File: src/rtl/amba_ahb_pkg.sv
// ---------------------------------------------------------------------------
// amba_ahb_pkg
// Shared AHB-Lite encodings for the nanorv32 AHB master and the SSRAM slave.
//   htrans_e   : HTRANS transfer types (IDLE/BUSY/NONSEQ/SEQ)
//   HSIZE_*    : HSIZE encodings for byte/halfword/word
//   HRESP_*    : HRESP encodings (AHB-Lite single-bit form)
// ---------------------------------------------------------------------------
package amba_ahb_pkg;

   typedef enum logic [1:0] {
      HTRANS_IDLE   = 2'b00,
      HTRANS_BUSY   = 2'b01,
      HTRANS_NONSEQ = 2'b10,
      HTRANS_SEQ    = 2'b11
   } htrans_e;

   localparam logic [2:0] HSIZE_8  = 3'b000;
   localparam logic [2:0] HSIZE_16 = 3'b001;
   localparam logic [2:0] HSIZE_32 = 3'b010;

   localparam logic HRESP_OKAY  = 1'b0;
   localparam logic HRESP_ERROR = 1'b1;

endpackage

File: src/rtl/nanorv32_ahb_master.sv
// ---------------------------------------------------------------------------
// nanorv32_ahb_master
// Bridges the core's valid/ready memory port onto an AHB-Lite master.
// Single NONSEQ transfers; the address phase of request N+1 overlaps the
// data phase of request N. One registered response per request, in order.
//
// Ports
//   HCLK, HRESET          clock, synchronous active-high reset
//   req_valid/req_ready   core request handshake
//   req_addr/we/size/wdata request payload (wdata lane-replicated)
//   rsp_valid/rdata/err   one-cycle response pulse (rdata 0 for writes)
//   HADDR/HTRANS/HSIZE/HWRITE/HWDATA   AHB master outputs
//   HREADY/HRDATA/HRESP   AHB slave return
// ---------------------------------------------------------------------------
module nanorv32_ahb_master
   import amba_ahb_pkg::*;
#(
   parameter int AW = 32
) (
   input  logic          HCLK,
   input  logic          HRESET,
   input  logic          req_valid,
   output logic          req_ready,
   input  logic [AW-1:0] req_addr,
   input  logic          req_we,
   input  logic [1:0]    req_size,
   input  logic [31:0]   req_wdata,
   output logic          rsp_valid,
   output logic [31:0]   rsp_rdata,
   output logic          rsp_err,
   output logic [AW-1:0] HADDR,
   output logic [1:0]    HTRANS,
   output logic [2:0]    HSIZE,
   output logic          HWRITE,
   output logic [31:0]   HWDATA,
   input  logic          HREADY,
   input  logic [31:0]   HRDATA,
   input  logic          HRESP
);

   typedef enum logic {ST_NORMAL, ST_ERR1} err_state_e;

   err_state_e    state_q, state_d;

   // address stage
   logic          a_valid_q, a_valid_d;
   logic [AW-1:0] a_addr_q,  a_addr_d;
   logic [1:0]    a_size_q,  a_size_d;
   logic          a_we_q,    a_we_d;
   logic [31:0]   a_wdata_q, a_wdata_d;
   // data stage
   logic          d_valid_q, d_valid_d;
   logic          d_we_q,    d_we_d;
   logic [31:0]   d_wdata_q, d_wdata_d;
   // response register
   logic          rsp_valid_q, rsp_valid_d;
   logic [31:0]   rsp_rdata_q, rsp_rdata_d;
   logic          rsp_err_q,   rsp_err_d;

   logic in_err, err_first, err_done, advance, retire, accept;

   // First cycle of a two-cycle ERROR: slave flags ERROR with HREADY low.
   assign in_err    = (state_q == ST_ERR1);
   assign err_first = d_valid_q & (HRESP == HRESP_ERROR) & ~HREADY;
   assign err_done  = in_err & (HRESP == HRESP_ERROR) & HREADY;
   assign advance   = HREADY & ~in_err;
   // In ERR1's final cycle D completes but A stays put, so the cancelled
   // address is re-driven next cycle rather than being treated as sampled.
   assign retire    = (advance | err_done) & d_valid_q;

   // An empty A may load even during a wait state; the bus only samples it
   // once HREADY comes back.
   assign req_ready = ~in_err & ~err_first & (~a_valid_q | HREADY);
   assign accept    = req_valid & req_ready;

   assign HTRANS    = (a_valid_q & ~in_err) ? HTRANS_NONSEQ : HTRANS_IDLE;
   assign HADDR     = a_addr_q;
   assign HSIZE     = {1'b0, a_size_q};
   assign HWRITE    = a_we_q;
   assign HWDATA    = d_wdata_q;

   assign rsp_valid = rsp_valid_q;
   assign rsp_rdata = rsp_rdata_q;
   assign rsp_err   = rsp_err_q;

   always_comb begin
      state_d     = state_q;
      a_valid_d   = a_valid_q;
      a_addr_d    = a_addr_q;
      a_size_d    = a_size_q;
      a_we_d      = a_we_q;
      a_wdata_d   = a_wdata_q;
      d_valid_d   = d_valid_q;
      d_we_d      = d_we_q;
      d_wdata_d   = d_wdata_q;
      rsp_valid_d = 1'b0;
      rsp_rdata_d = 32'h0;
      rsp_err_d   = 1'b0;

      unique case (state_q)
         ST_NORMAL: if (err_first) state_d = ST_ERR1;
         ST_ERR1:   if (err_done)  state_d = ST_NORMAL;
         default:   state_d = ST_NORMAL;
      endcase

      if (retire) begin
         rsp_valid_d = 1'b1;
         rsp_rdata_d = d_we_q ? 32'h0 : HRDATA;
         rsp_err_d   = HRESP;
      end

      if (advance) begin
         d_valid_d = a_valid_q;
         d_we_d    = a_we_q;
         d_wdata_d = a_wdata_q;
         a_valid_d = 1'b0;
      end else if (err_done) begin
         d_valid_d = 1'b0;
      end

      if (accept) begin
         a_valid_d = 1'b1;
         a_addr_d  = req_addr;
         a_size_d  = req_size;
         a_we_d    = req_we;
         a_wdata_d = req_wdata;
      end
   end

   always_ff @(posedge HCLK) begin
      if (HRESET) begin
         state_q     <= ST_NORMAL;
         a_valid_q   <= 1'b0;
         a_addr_q    <= '0;
         a_size_q    <= 2'b00;
         a_we_q      <= 1'b0;
         a_wdata_q   <= 32'h0;
         d_valid_q   <= 1'b0;
         d_we_q      <= 1'b0;
         d_wdata_q   <= 32'h0;
         rsp_valid_q <= 1'b0;
         rsp_rdata_q <= 32'h0;
         rsp_err_q   <= 1'b0;
      end else begin
         state_q     <= state_d;
         a_valid_q   <= a_valid_d;
         a_addr_q    <= a_addr_d;
         a_size_q    <= a_size_d;
         a_we_q      <= a_we_d;
         a_wdata_q   <= a_wdata_d;
         d_valid_q   <= d_valid_d;
         d_we_q      <= d_we_d;
         d_wdata_q   <= d_wdata_d;
         rsp_valid_q <= rsp_valid_d;
         rsp_rdata_q <= rsp_rdata_d;
         rsp_err_q   <= rsp_err_d;
      end
   end

endmodule

File: config.mk
export PLATFORM = sky130hd
export DESIGN_NAME = nanorv32_ahb_master
export DESIGN_NICKNAME = d
export VERILOG_FILES = /design/src/rtl/amba_ahb_pkg.sv /design/src/rtl/nanorv32_ahb_master.sv
export SDC_FILE = /design/constraint.sdc
export NUM_CORES = 1
export LEC_CHECK = 0
export CAP_MARGIN = 5
export CORE_MARGIN = 2
export CORE_UTILIZATION = 39
export DETAILED_ROUTE_END_ITERATION = 6
export HOLD_SLACK_MARGIN = 0.15
export PLACE_DENSITY = 0.76
export SLEW_MARGIN = 40
export SYNTH_ARGS = -nofsm -noshare
export SYNTH_HDL_FRONTEND = slang
export SYNTH_SLANG_ARGS = --single-unit
export TNS_END_PERCENT = 5
File: constraint.sdc
create_clock -name HCLK -period 1.3 [get_ports HCLK]
set_input_delay 0.26 -clock HCLK [delete_from_list [all_inputs] [get_ports HCLK]]
set_output_delay 0.26 -clock HCLK [all_outputs]
set_load 0.05 [all_outputs]
==> reports/qor.csv <==
stage,metric,value,unit
global_routing,largest net degree at the start of global routing,171,
critical_path,Top Family by Delay on Critical Path,flip-flops,
die,die width,120,um
final_layout,most frequent cells in the layout,"dfxtp_1, nand2b_1, buf_12",
die,DIE AREA,0.0144,mm2
critical_path,stages on the worst setup path,3,
die,die height,120,um
drt,DRT antenna net count,0,
place,number of port buffers,206,
critical_path,worst-path fanout max,2,
die,core area,0.0132,mm2
drt,DR WL met2,7580,um
critical_path,RR Startpoint,in_err$_SDFF_PP0_,
place,DP HPWL,9640,um
clock_network,CTS tree,yes,
critical_path,crit path kind,flip-flop to output port,
sta,Slew Limit Headroom,64.6,%
power,Leak,3.73,nW
global_routing,antenna violations before repair,2,
final_layout,Finished Layout Cells,929,
yosys,Yosys cell types,21,
final_layout,Final #Nets,843,
sta,Slew @ Worst Pin,0.531,ns
yosys,sequential share of the synthesized area,52.4,%
yosys,post-synthesis register bit count,137,
sta,worst hold slack,0.295,ns
clock_network,H-tree depth,4,
drt,drt pass-1 iters,4,
critical_path,"Slowest-stage cell, CP",dfxtp_2,
clock_network,CTS root buf,clkbuf_16,
place,GPL Wtd Cong,0.774,
drt,wire per inst,14.9,um
sta,Pins Over Slew Limit,0,
drt,Residual DRC,0,
place,dpl cells,890,
yosys,yosys warns,0,
run_status,status,finished with violations,
clock_network,Clock Path Buffers,2,
run_status,failing checks,setup timing,
global_routing,grt ovf,0,
critical_path,crit-path cells,a211oi_4 -> nand2b_4 -> buf_12,
critical_path,CP Buf/Inv Count,1,
critical_path,"Largest stage delay, worst path",0.34,ns
clock_network,CTS Sinks,137,
drt,Via Count,4228,
sta,Final Hold Fails,0,
yosys,Post-Syn Area,0.00523,mm2
critical_path,worst reg2reg setup slack,-0.26,ns
clock_network,TritonCTS buffer count,17,
drt,vias per cell,4.55,
final_layout,P&R area growth vs syn,78.8,%
die,Initial Util,39.7,%
final_layout,share of cells above drive strength 1,23.8,%
final_layout,post-route cell area,0.00935,mm2
sta,final setup vio count,70,
global_routing,first-pass GRT wire length,21500,um
drt,drt initial violations,236,
critical_path,Worst Path Required,1.04,ns
sta,RSZ-0062 raised after global routing,true,
drt,met1 wire length,5320,um
critical_path,RR Endpoint,HADDR[3]$_SDFFE_PP0P_,
power,PwrDens,1250,mW/mm2
min_path,Hold WC Path Type,input pin to flip-flop,
die,cell row count,42,
clock_network,clk slew on worst S/H paths,0.06,ns
drt,highest routed layer,met5,
critical_path,Critical Path End Type,output port,
critical_path,CP Launch Point,in_err$_SDFF_PP0_,
job,reported max-cap violation count,0,
sta,Setup WS post-layout,-0.311,ns
critical_path,crit path launch type,flip-flop,
clock_network,worst-skew pair later-pin latency,0.41,ns
yosys,Avg Inst Size Synth,9.85,um2
critical_path,Worst Setup EP,req_ready,
sta,Final Cycle Share,124,%
sta,skew final,0.00925,ns
global_routing,number of global-route vias before repair,4406,
clock_network,CTS Hold Bufs,0,
power,VDD IR-drop max,0.000849,V
global_routing,All-Layer GR Usage,19.1,%
sta,fin crit period,1.61,ns
yosys,Syn Inst Count,531,
min_path,hold path depth,3,
die,I/O pins,209,
place,area of placed instances,0.00851,mm2
critical_path,CP arrival,1.35,ns
sta,TNS Setup,-12.29,ns
critical_path,Reg2Reg Depth,5,
sta,Fmax,621,MHz
drt,met3 WL,691,um
drt,Routed WL,13800,um
==> registers in the layout, summed over array words and instances, names as in the netlist, 2 cells and up <==
register   cells
a_wdata_q     32
HWDATA        32
rsp_rdata     32
HADDR         32
a_size_q       2
==> final cells by class <==
class	instances	area, um2
tap	176	220
clock buffer	19	443
fill	920	3840
sequential	137	2750
timing repair buffer	228	3400
clock inverter	13	193
inverter	2	7.51
multi-input combinational	353	2340
antenna	1	2.50
==> metal layers <==
layer  GRT usage, %  vias to the layer above
li1               -                     2104
met2           35.6                      110
met1           20.8                     1991
met5              0                        -
met4           7.06                        2
met3           4.47                       21
==> report_power, final <==
| part | internal (mW) | total, mW | leakage [nW] | switching (mW) |
|---|---|---|---|---|
| clock network | 3.28 | 5.12 | 0.304 | 1.84 |
| registers | 4.40 | 4.58 | 1.12 | 0.180 |
| logic | 1.10 | 2.00 | 2.31 | 0.907 |
| total | 8.78 | 11.7 | 3.73 | 2.93 |
==> tightest hold or removal path: stages <==
cell and delay (ns):
dlymetal6s2s_1 0.17, buf_4 0.16, a211oi_1 0.06
==> cell usage after synthesis (all sizes together) <==
cell | n | area share (%)
nand2b | 136 | 16
buf | 14 | 2.9
nand3b | 1 | 0.14
o21a | 1 | 0.14
nor3 | 1 | 0.096
clkbuf | 26 | 1.9
nand2 | 68 | 4.9
a211oi | 2 | 0.29
conb | 1 | 0.072
nor2b | 3 | 0.36
inv | 2 | 0.14
dfxtp | 137 | 52
nor2 | 2 | 0.14
mux2i | 67 | 13
and2 | 32 | 3.8
o21ai | 2 | 0.19
a21oi | 36 | 3.4
==> worst min path at each step <==
stage / from / end / slack, ns
floorplan: HREADY / in_err$_SDFF_PP0_ / 0.35
global placement: a_wdata_q[27]$_SDFFE_PP0P_ / HWDATA[27]$_SDFFE_PP0P_ / 0.44
detailed placement: a_wdata_q[0]$_SDFFE_PP0P_ / HWDATA[0]$_SDFFE_PP0P_ / 0.45
CTS: HRESET / rsp_valid$_SDFF_PP0_ / 0.29
global route: HRESP / in_err$_SDFF_PP0_ / 0.30
finish: HRESP / in_err$_SDFF_PP0_ / 0.30
==> cells by family after synthesis <==
family                 count (synthesis)  synth area share (%)
and+or+nand+nor                      243                  25.7
DFF                                  137                  52.4
muxes                                 67                  12.8
buffers and inverters                 42                  4.88
AOI/OAI and AO/OA                     41                  4.07
other                                  1                0.0717
==> per-stage QoR <==
step	util, %	total power [mW]	setup slack (ns)
4_1_cts	70.2	11.8	-0.282
2_1_floorplan	-	5.57	-0.0210
6_report	70.9	11.7	-0.311
3_3_place_gp	64.5	6.54	-0.424
3_5_place_dp	64.5	6.59	-0.507
5_1_grt	70.9	12.1	-0.341
==> timing repair <==
item / CTS / global route
gates cloned: 2 / 0
hold endpoints to repair: 0 / 0
buffers inserted: 3 / 1
setup endpoints to repair: 66 / 104
pin swaps: 2 / 2
resized for setup: 8 / 22
No activity file was read; power rests on OpenSTA's default activity.
